[src/rtl/serial_mag_comparator_pkg.sv]
// Shared types and constants for the bit-serial magnitude comparator.
// Optional build macro: SERIAL_CMP_EARLY_DONE_EN (early completion on first differing bit).
package serial_cmp_pkg;

    typedef enum logic [1:0] {
        IDLE  = 2'd0,
        SHIFT = 2'd1,
        DONE  = 2'd2
    } state_t;

    localparam logic [1:0] RES_EQ = 2'd0;
    localparam logic [1:0] RES_GT = 2'd1;
    localparam logic [1:0] RES_LT = 2'd2;

    localparam int WIDTH_MIN = 2;
    localparam int WIDTH_MAX = 32;

    function automatic logic [1:0] cmp_result(input logic gt, input logic lt);
        if (gt)
            return RES_GT;
        else if (lt)
            return RES_LT;
        return RES_EQ;
    endfunction

endpackage

[src/rtl/serial_mag_comparator_if.sv]
// Bit-pair handshake plus result bus between the operand serializer and the comparator.
interface serial_mag_comparator_if;

    logic start;
    logic a_bit;
    logic b_bit;
    logic bit_valid;
    logic bit_ready;
    logic busy;
    logic done;
    logic a_gt_b;
    logic a_lt_b;
    logic a_eq_b;

    modport master (
        output start, a_bit, b_bit, bit_valid,
        input  bit_ready, busy, done, a_gt_b, a_lt_b, a_eq_b
    );

    modport slave (
        input  start, a_bit, b_bit, bit_valid,
        output bit_ready, busy, done, a_gt_b, a_lt_b, a_eq_b
    );

endinterface

[src/rtl/serial_mag_comparator_bit_cell.sv]
// One comparator bit-cell: next gt/lt from the running decision and the current bit pair.
// Written in NAND form so it lines up with the gate-level cell's truth table.
module cmp_bit_cell (
    input  logic gt_in,
    input  logic lt_in,
    input  logic a_bit,
    input  logic b_bit,
    output logic gt_out,
    output logic lt_out
);

    logic n_a_gt;
    logic n_a_lt;
    logic n_undecided;

    // Active-low partial terms, as in the parallel NAND comparator cell.
    assign n_a_gt      = ~(a_bit & ~b_bit);
    assign n_a_lt      = ~(~a_bit & b_bit);
    assign n_undecided = ~(~gt_in & ~lt_in);

    assign gt_out = ~(~gt_in & ~(~n_undecided & ~n_a_gt));
    assign lt_out = ~(~lt_in & ~(~n_undecided & ~n_a_lt));

endmodule

[src/rtl/serial_mag_comparator.sv]
// Bit-serial MSB-first magnitude comparator reusing a single bit-cell over WIDTH transfers.
// Optional build macro: SERIAL_CMP_EARLY_DONE_EN (finish on the first differing bit pair).
module serial_mag_comparator
    import serial_cmp_pkg::*;
#(
    parameter int WIDTH = 4
) (
    input  logic                    clk,
    input  logic                    rst,
    serial_mag_comparator_if.slave  bus
);

    localparam int              CNT_W = $clog2(WIDTH);
    localparam logic [CNT_W-1:0] LAST = CNT_W'(WIDTH - 1);

    generate
        if (WIDTH < WIDTH_MIN || WIDTH > WIDTH_MAX) begin : g_width_check
            $error("serial_mag_comparator: WIDTH out of range");
        end
    endgenerate

    state_t           state_q, state_d;
    logic [CNT_W-1:0] count_q, count_d;
    logic             gt_q, gt_d;
    logic             lt_q, lt_d;
    logic             bit_ready_q, bit_ready_d;
    logic             busy_q, busy_d;
    logic             done_q, done_d;
    logic             a_gt_b_q, a_gt_b_d;
    logic             a_lt_b_q, a_lt_b_d;
    logic             a_eq_b_q, a_eq_b_d;

    logic             cell_gt, cell_lt;
    logic             transfer;
    logic             finish;
    logic [1:0]       res_code;

    cmp_bit_cell u_cell (
        .gt_in  (gt_q),
        .lt_in  (lt_q),
        .a_bit  (bus.a_bit),
        .b_bit  (bus.b_bit),
        .gt_out (cell_gt),
        .lt_out (cell_lt)
    );

    assign transfer = (state_q == SHIFT) & bus.bit_valid & bit_ready_q;
    assign res_code = cmp_result(cell_gt, cell_lt);

`ifdef SERIAL_CMP_EARLY_DONE_EN
    assign finish = transfer & ((count_q == LAST) | cell_gt | cell_lt);
`else
    assign finish = transfer & (count_q == LAST);
`endif

    always_comb begin
        state_d  = state_q;
        count_d  = count_q;
        gt_d     = gt_q;
        lt_d     = lt_q;
        a_gt_b_d = a_gt_b_q;
        a_lt_b_d = a_lt_b_q;
        a_eq_b_d = a_eq_b_q;

        case (state_q)
            IDLE: begin
                if (bus.start) begin
                    state_d  = SHIFT;
                    count_d  = '0;
                    gt_d     = 1'b0;
                    lt_d     = 1'b0;
                    a_gt_b_d = 1'b0;
                    a_lt_b_d = 1'b0;
                    a_eq_b_d = 1'b0;
                end
            end
            SHIFT: begin
                if (transfer) begin
                    gt_d    = cell_gt;
                    lt_d    = cell_lt;
                    count_d = count_q + CNT_W'(1);
                end
                // Results are loaded on the way into DONE so they are valid alongside done.
                if (finish) begin
                    state_d  = DONE;
                    a_gt_b_d = (res_code == RES_GT);
                    a_lt_b_d = (res_code == RES_LT);
                    a_eq_b_d = (res_code == RES_EQ);
                end
            end
            DONE: begin
                state_d = IDLE;
            end
            default: begin
                state_d = IDLE;
            end
        endcase

        bit_ready_d = (state_d == SHIFT);
        busy_d      = (state_d != IDLE);
        done_d      = (state_d == DONE);
    end

    always_ff @(posedge clk or posedge rst) begin
        if (rst) begin
            state_q     <= IDLE;
            count_q     <= '0;
            gt_q        <= 1'b0;
            lt_q        <= 1'b0;
            bit_ready_q <= 1'b0;
            busy_q      <= 1'b0;
            done_q      <= 1'b0;
            a_gt_b_q    <= 1'b0;
            a_lt_b_q    <= 1'b0;
            a_eq_b_q    <= 1'b0;
        end else begin
            state_q     <= state_d;
            count_q     <= count_d;
            gt_q        <= gt_d;
            lt_q        <= lt_d;
            bit_ready_q <= bit_ready_d;
            busy_q      <= busy_d;
            done_q      <= done_d;
            a_gt_b_q    <= a_gt_b_d;
            a_lt_b_q    <= a_lt_b_d;
            a_eq_b_q    <= a_eq_b_d;
        end
    end

    assign bus.bit_ready = bit_ready_q;
    assign bus.busy      = busy_q;
    assign bus.done      = done_q;
    assign bus.a_gt_b    = a_gt_b_q;
    assign bus.a_lt_b    = a_lt_b_q;
    assign bus.a_eq_b    = a_eq_b_q;

endmodule
[src/flat_wrapper.sv]
// flat-port wrapper written by rule: the top's interface ports become plain ports
module serial_mag_comparator_flat import serial_cmp_pkg::*;
#(
    parameter int WIDTH = 4
)
  (clk, rst, bus_start, bus_a_bit, bus_b_bit, bus_bit_valid, bus_bit_ready, bus_busy, bus_done, bus_a_gt_b, bus_a_lt_b, bus_a_eq_b);
  serial_mag_comparator_if bus_i ();
  input  logic clk;
  input  logic rst;
  input wire logic [$bits(bus_i.start)-1:0] bus_start;
  input wire logic [$bits(bus_i.a_bit)-1:0] bus_a_bit;
  input wire logic [$bits(bus_i.b_bit)-1:0] bus_b_bit;
  input wire logic [$bits(bus_i.bit_valid)-1:0] bus_bit_valid;
  output wire logic [$bits(bus_i.bit_ready)-1:0] bus_bit_ready;
  output wire logic [$bits(bus_i.busy)-1:0] bus_busy;
  output wire logic [$bits(bus_i.done)-1:0] bus_done;
  output wire logic [$bits(bus_i.a_gt_b)-1:0] bus_a_gt_b;
  output wire logic [$bits(bus_i.a_lt_b)-1:0] bus_a_lt_b;
  output wire logic [$bits(bus_i.a_eq_b)-1:0] bus_a_eq_b;
  assign bus_i.start = bus_start;
  assign bus_i.a_bit = bus_a_bit;
  assign bus_i.b_bit = bus_b_bit;
  assign bus_i.bit_valid = bus_bit_valid;
  assign bus_bit_ready = bus_i.bit_ready;
  assign bus_busy = bus_i.busy;
  assign bus_done = bus_i.done;
  assign bus_a_gt_b = bus_i.a_gt_b;
  assign bus_a_lt_b = bus_i.a_lt_b;
  assign bus_a_eq_b = bus_i.a_eq_b;
  serial_mag_comparator #(.WIDTH(WIDTH)) u_core (.clk(clk), .rst(rst), .bus(bus_i));
endmodule
[config.mk]
export PLATFORM = sky130hd
export DESIGN_NAME = serial_mag_comparator_flat
export DESIGN_NICKNAME = d
export VERILOG_FILES = /design/src/rtl/serial_mag_comparator_pkg.sv /design/src/rtl/serial_mag_comparator_if.sv /design/src/rtl/serial_mag_comparator_bit_cell.sv /design/src/rtl/serial_mag_comparator.sv /design/src/flat_wrapper.sv
export SDC_FILE = /design/constraint.sdc
export NUM_CORES = 1
export LEC_CHECK = 0
export CAP_MARGIN = 20
export CELL_PAD_IN_SITES_DETAIL_PLACEMENT = 1
export CELL_PAD_IN_SITES_GLOBAL_PLACEMENT = 1
export CORE_MARGIN = 10
export CORE_UTILIZATION = 33
export CTS_CLUSTER_SIZE = 20
export DETAILED_ROUTE_END_ITERATION = 10
export PLACE_DENSITY_LB_ADDON = 0.1
export SLEW_MARGIN = 10
export SYNTH_ARGS = -nofsm -noshare
export SYNTH_HDL_FRONTEND = slang
export SYNTH_HIERARCHICAL = 1
export SYNTH_SLANG_ARGS = --single-unit
[constraint.sdc]
create_clock -name clk -period 1.2 [get_ports clk]
set_clock_uncertainty 0.15 [all_clocks]
set_input_delay 0.18 -clock clk [delete_from_list [all_inputs] [get_ports clk]]
set_output_delay 0.18 -clock clk [all_outputs]
set_load 0.05 [all_outputs]
# == Word-level counts from Yosys, hierarchy flattened ==
# Index checks and enable logic that the tools add are counted.
# op_classes
addsub,1
muxes,22
n_eq_ne,9
bitwise_logic,18
n_reduce_logical,6
# ops
cell,n
$mux W2,7
$and A1 B1 Y1,10
$pmux W1 S2,5
$mux W1,8
$not A1 Y1,8
$pmux W2 S2,2
$eq A2 B1 Y1 const B,3
$eq A2 B2 Y1 const B,3
$reduce_and A3 Y1,2
$logic_not A2 Y1,2
$ne A2 B1 Y1 const B,2
$reduce_bool A2 Y1,2
$add A2 B1 Y2 const B,1
$ne A2 B2 Y1 const B,1
# totals
out_inout_bits,6
word_cells,66
regBits,12
in_bits,6

# == Logic depth before layout (Yosys ltp) ==
# logic_depth
word_depth,11
ltp_mapped,5
ltp_nobuf,4

# == By module ==
# The synthesis kept the hierarchy.
# by_module_without_submodules
module,n_inst,area_each_um2,cells_per_inst,seq_area_each_um2
serial_mag_comparator,1,536.8,48,300.3
cmp_bit_cell,1,25.0,4,0.0

# == Least setup slack after synthesis ==
# OpenSTA, ideal clock, no wires.
# synth_timing
path_type,flip-flop to flip-flop
startpoint,"reg u_core.bit_ready_q, in the netlist u_core/bus.bit_ready"
endpoint,"reg u_core.a_lt_b_q, in the netlist u_core/bus.a_lt_b"
setup_slack_ns,-0.444
synth_period_minus_slack_ns,1.644
n_path_buf,2
t_arrival_ns,1.414
stages_incl_launch_ff,6
setup_time_ns,0.079
required_ns,0.971
path_cell_list,dfrtp_1 -> and3b_1 -> buf_6 -> and3_4 -> buf_6 -> mux2i_1
# synth_via
elab_chain_len,4
# synth_lines
element,line_no,text
start: declaration,serial_mag_comparator.sv:26,"logic bit_ready_q, bit_ready_d;"
start signal: assignment,serial_mag_comparator.sv:121,bit_ready_q <= bit_ready_d;
$and A1 B1 Y1,serial_mag_comparator.sv:47,assign transfer = (state_q == SHIFT) & bus.bit_valid & bit_ready_q;
$and A1 B1 Y1,serial_mag_comparator.sv:53,assign finish = transfer & (count_q == LAST);
$ne A2 B1 Y1 (no line),-,
$reduce_and A3 Y1 (no line),-,
end signal: assignment,serial_mag_comparator.sv:125,a_lt_b_q <= a_lt_b_d;
end: declaration,serial_mag_comparator.sv:30,"logic a_lt_b_q, a_lt_b_d;"
# No other way between the ends.
# A chain may end at the register's enable or synchronous reset.

# == Final worst setup path ==
# layout_timing
startpoint,reg u_core.state_q[1]
endpoint,"reg u_core.a_eq_b_q, in the netlist u_core/bus.a_eq_b"
# layout_via
elab_chain_len,6
word_cells_on_any_way,10
classes_between,3 x eq/ne; 1 x mux; 3 x bitwise; 3 x reduce/logical
# layout_lines
element,line_no,text
start: declaration,serial_mag_comparator.sv:22,"state_t state_q, state_d;"
start signal: assignment,serial_mag_comparator.sv:117,state_q <= state_d;
$eq A2 B1 Y1,"serial_mag_comparator.sv:47, serial_mag_comparator.sv:65",
$and A1 B1 Y1 (2 in a row),serial_mag_comparator.sv:47,
$and A1 B1 Y1,serial_mag_comparator.sv:53,
$ne A2 B1 Y1 (no line),-,
$reduce_and A3 Y1 (no line),-,
end signal: assignment,serial_mag_comparator.sv:126,a_eq_b_q <= a_eq_b_d;
end: declaration,serial_mag_comparator.sv:31,"logic a_eq_b_q, a_eq_b_d;"
# Parallel ways exist; a longest one is shown, timed or not.

==> qor.yml <==
grt:
  grt_max_degree: 8
  grt_pass1_vias: 508
  grt_overflow: 0
  track_usage_pct: 8.61
  antenna_found_initial: 0
  grt_pass1_wl_um: 2440
worst_setup_path:
  path_max_fanout: 2
  cp_data_arrival_time_ns: 1.33
  path_class: "reg -> reg"
  slowest_stage: "dfrtp_1"
  endpoint: "u_core/bus.a_eq_b"
  cp.required_ns: 1.21
  cp.buffers_inverters: 1
  cp_cell_sequence: "buf_4 -> or3b_4 -> nand2_1 -> mux2i_1"
  r2r-start: "u_core/state_q[1]"
  max_stage_delay_ns: 0.39
  reg2reg_depth: 4
  cp_top_family: "simple AND/OR/NAND/NOR gates"
  critPathLaunchType: "register"
  worst_setup_path_end_kind: "register"
  startpoint: "u_core/state_q[1]"
  crit_cells: 4
  r2r-end: "u_core/bus.a_eq_b"
  rrSetupSlack_ns: -0.12
drt:
  num_vias: 490
  ant_nets: 0
  dr.pass1.iters: 2
  avgRoutedWirePerCell_um: 14.3
  drtIter0Drc: 6
  drc: 0
  drt-total-wl_um: 1420
  viasPerCell: 4.95
die:
  dieArea_um2: 3750
  rows: 14
  die_h_um: 61.3
  io_pins: 12
  die_width_um: 61.3
  initial_core_util_pct: 36.0
  core_um2: 1560
clocking:
  htreeDepth: 1
  clk_path_buf_depth: 2
  cts_buffers: 3
  cts-root-buf: "clkbuf_4"
  clk_latency_ns: 0.27
  clock_sinks: 12
  cts_tree: "built"
  clk_pin_slew_ns: 0.08
synth:
  ys_types: 22
  yosysSeqAreaShare_pct: 53.5
  synth.cell_area_um2: 562
  ys.warnings.count: 6
  synth_seq_cells: 12
  synth.avg_cell_area_um2: 10.8
  synth_cells: 52
  syn_nets: 59
sta:
  holdWs_ns: 0.192
  fin_crit_sh_pct: 110
  post-route-min-period_ns: 1.32
  finalMaxSlewViolations: 0
  tightest_slew_ns: 0.176
  slew_headroom_pct: 88.3
  max_freq_mhz: 759
  finalHoldViolations: 0
  rsz0062_at_grt: "yes"
  fin_ws_ns: -0.118
  setup_viol: 10
layout:
  stdcell_area_um2: 951
  drive_above_1_share_pct: 48.2
  layout_commonest_cell: "buf_4"
  n_antenna_cell: 0
  nNetsFinal: 91
  final_util_pct: 61.0
  final_cell_mix: "buf_4, dfrtp_1, buf_12, nand2_1"
  area_growth_pct: 69.3
pwr:
  power_density_nw_per_um2: 2240
  p_clk_share_pct: 15.3
  power_frac_seq_pct: 29.7
  total_power_mw: 2.13
  internal_power_mw: 1.35
  comb_power_share_pct: 54.9
  power.switching_mw: 0.781
  swShare_pct: 36.7
  leakage_nw: 0.456
  vdd_drop_max_mv: 1.09
status:
  violations: "setup timing"
  status: "finished, violations left"
placed_design:
  dpl.hpwl_um: 1100
  place_ws_ns: -0.430
  gp_congestion: 0.703
  placed_cell_area_um2: 813
  portBuffers: 11
min_path:
  min_path_cells: 4
  min-delay-path-class: "in -> reg"
job:
  maxCapViolations: 0
## worst min path at each step
stage	startpoint	end	slack [ns]
after CTS	bus_a_bit	u_core/bus.a_lt_b	0.39
final	bus_bit_valid	u_core/bus.a_gt_b	0.19
after global placement	rst	u_core/bus.done	0.22
after detailed placement	rst	u_core/bus.done	0.22
after global routing	bus_bit_valid	u_core/bus.a_gt_b	0.24
after floorplan	rst	u_core/bus.a_eq_b	-0.11
## kinds of logic (layout without fill, tap and decap cells)
kind of cell               after synthesis  in the layout  share of synthesized area (%)
muxes                                    3              3                           5.35
adders and majority gates                1              1                           2.23
and+or+nand+nor                         19             19                           18.7
buffers and inverters                    6             37                           6.68
AOI/OAI and AO/OA                       11             11                           13.6
DFF                                     12             12                           53.5
## timing repair
action                                  in CTS  in global routing
hold endpoints to repair                     2                  0
buffers inserted                             4                  2
resized for setup                            9                  6
cloned                                       0                  0
endpoints found under the setup margin      11                 15
hold buffers                                 1                  0
pin swaps                                    3                  1
## power groups by stage
stage                     registers (mW)  logic (mW)  clock network [mW]
after floorplan                    0.806       0.362                   0
after global placement             0.641       0.986                   0
after detailed placement           0.647       0.997                   0
after CTS                          0.637        1.13               0.339
after global routing               0.652        1.27               0.346
final                              0.633        1.17               0.326
## cell usage after synthesis (all sizes together)
| library cell | instances | share of area, % |
|---|---|---|
| nand2b | 1 | 1.1 |
| inv | 4 | 2.7 |
| a22oi | 3 | 4.0 |
| ha | 1 | 2.2 |
| nor3b | 1 | 1.3 |
| a32oi | 1 | 1.6 |
| a21o | 1 | 1.3 |
| nand3 | 1 | 0.89 |
| or3b | 1 | 1.6 |
| and3 | 2 | 3.3 |
| nor2 | 3 | 2.0 |
| nand2 | 7 | 4.7 |
| dfrtp | 12 | 53 |
| mux2i | 3 | 5.3 |
| o21ai | 4 | 3.6 |
| o21bai | 1 | 2.0 |
| and3b | 1 | 1.6 |
| or2 | 2 | 2.2 |
| buf | 2 | 4.0 |
| o22ai | 1 | 1.1 |
## cell type report
class,instances,area (um^2)
fillers,167,608
flip-flops and latches,12,302
well taps,16,20.0
repair buffers,29,320
multi-input cells,34,258
inverters,4,15.0
clock buffers,4,36.3
## sequential cells by signal, summed over array words and instances (netlist names)
register,count
u_core/lt_q,1
u_core/state_q,2
u_core/bus.bit_ready,1
u_core/bus.a_lt_b,1
u_core/bus.a_gt_b,1
u_core/count_q,2
u_core/gt_q,1
u_core/bus.busy,1
u_core/bus.done,1
u_core/bus.a_eq_b,1
## worst reg2reg max path: stages (launching register included)
cell and delay (ns):
dfrtp_1 0.39, buf_4 0.14, or3b_4 0.39, nand2_1 0.08
mux2i_1 0.06
## metrics by stage
step / setup TNS, ns / instances
after CTS: -0.555 / 97
after detailed placement: -3.40 / 88
after global routing: -1.32 / 99
after floorplan: -1.80 / 52
final: -0.666 / 99
after global placement: -3.23 / 88
## metal layers
layer / wire [um] / track usage [%]
met5: 0 / 0
met4: 19 / 2.93
met3: 89 / 3.50
met2: 649 / 13.2
met1: 659 / 10.7
No activity file was read; power rests on OpenSTA's default activity.
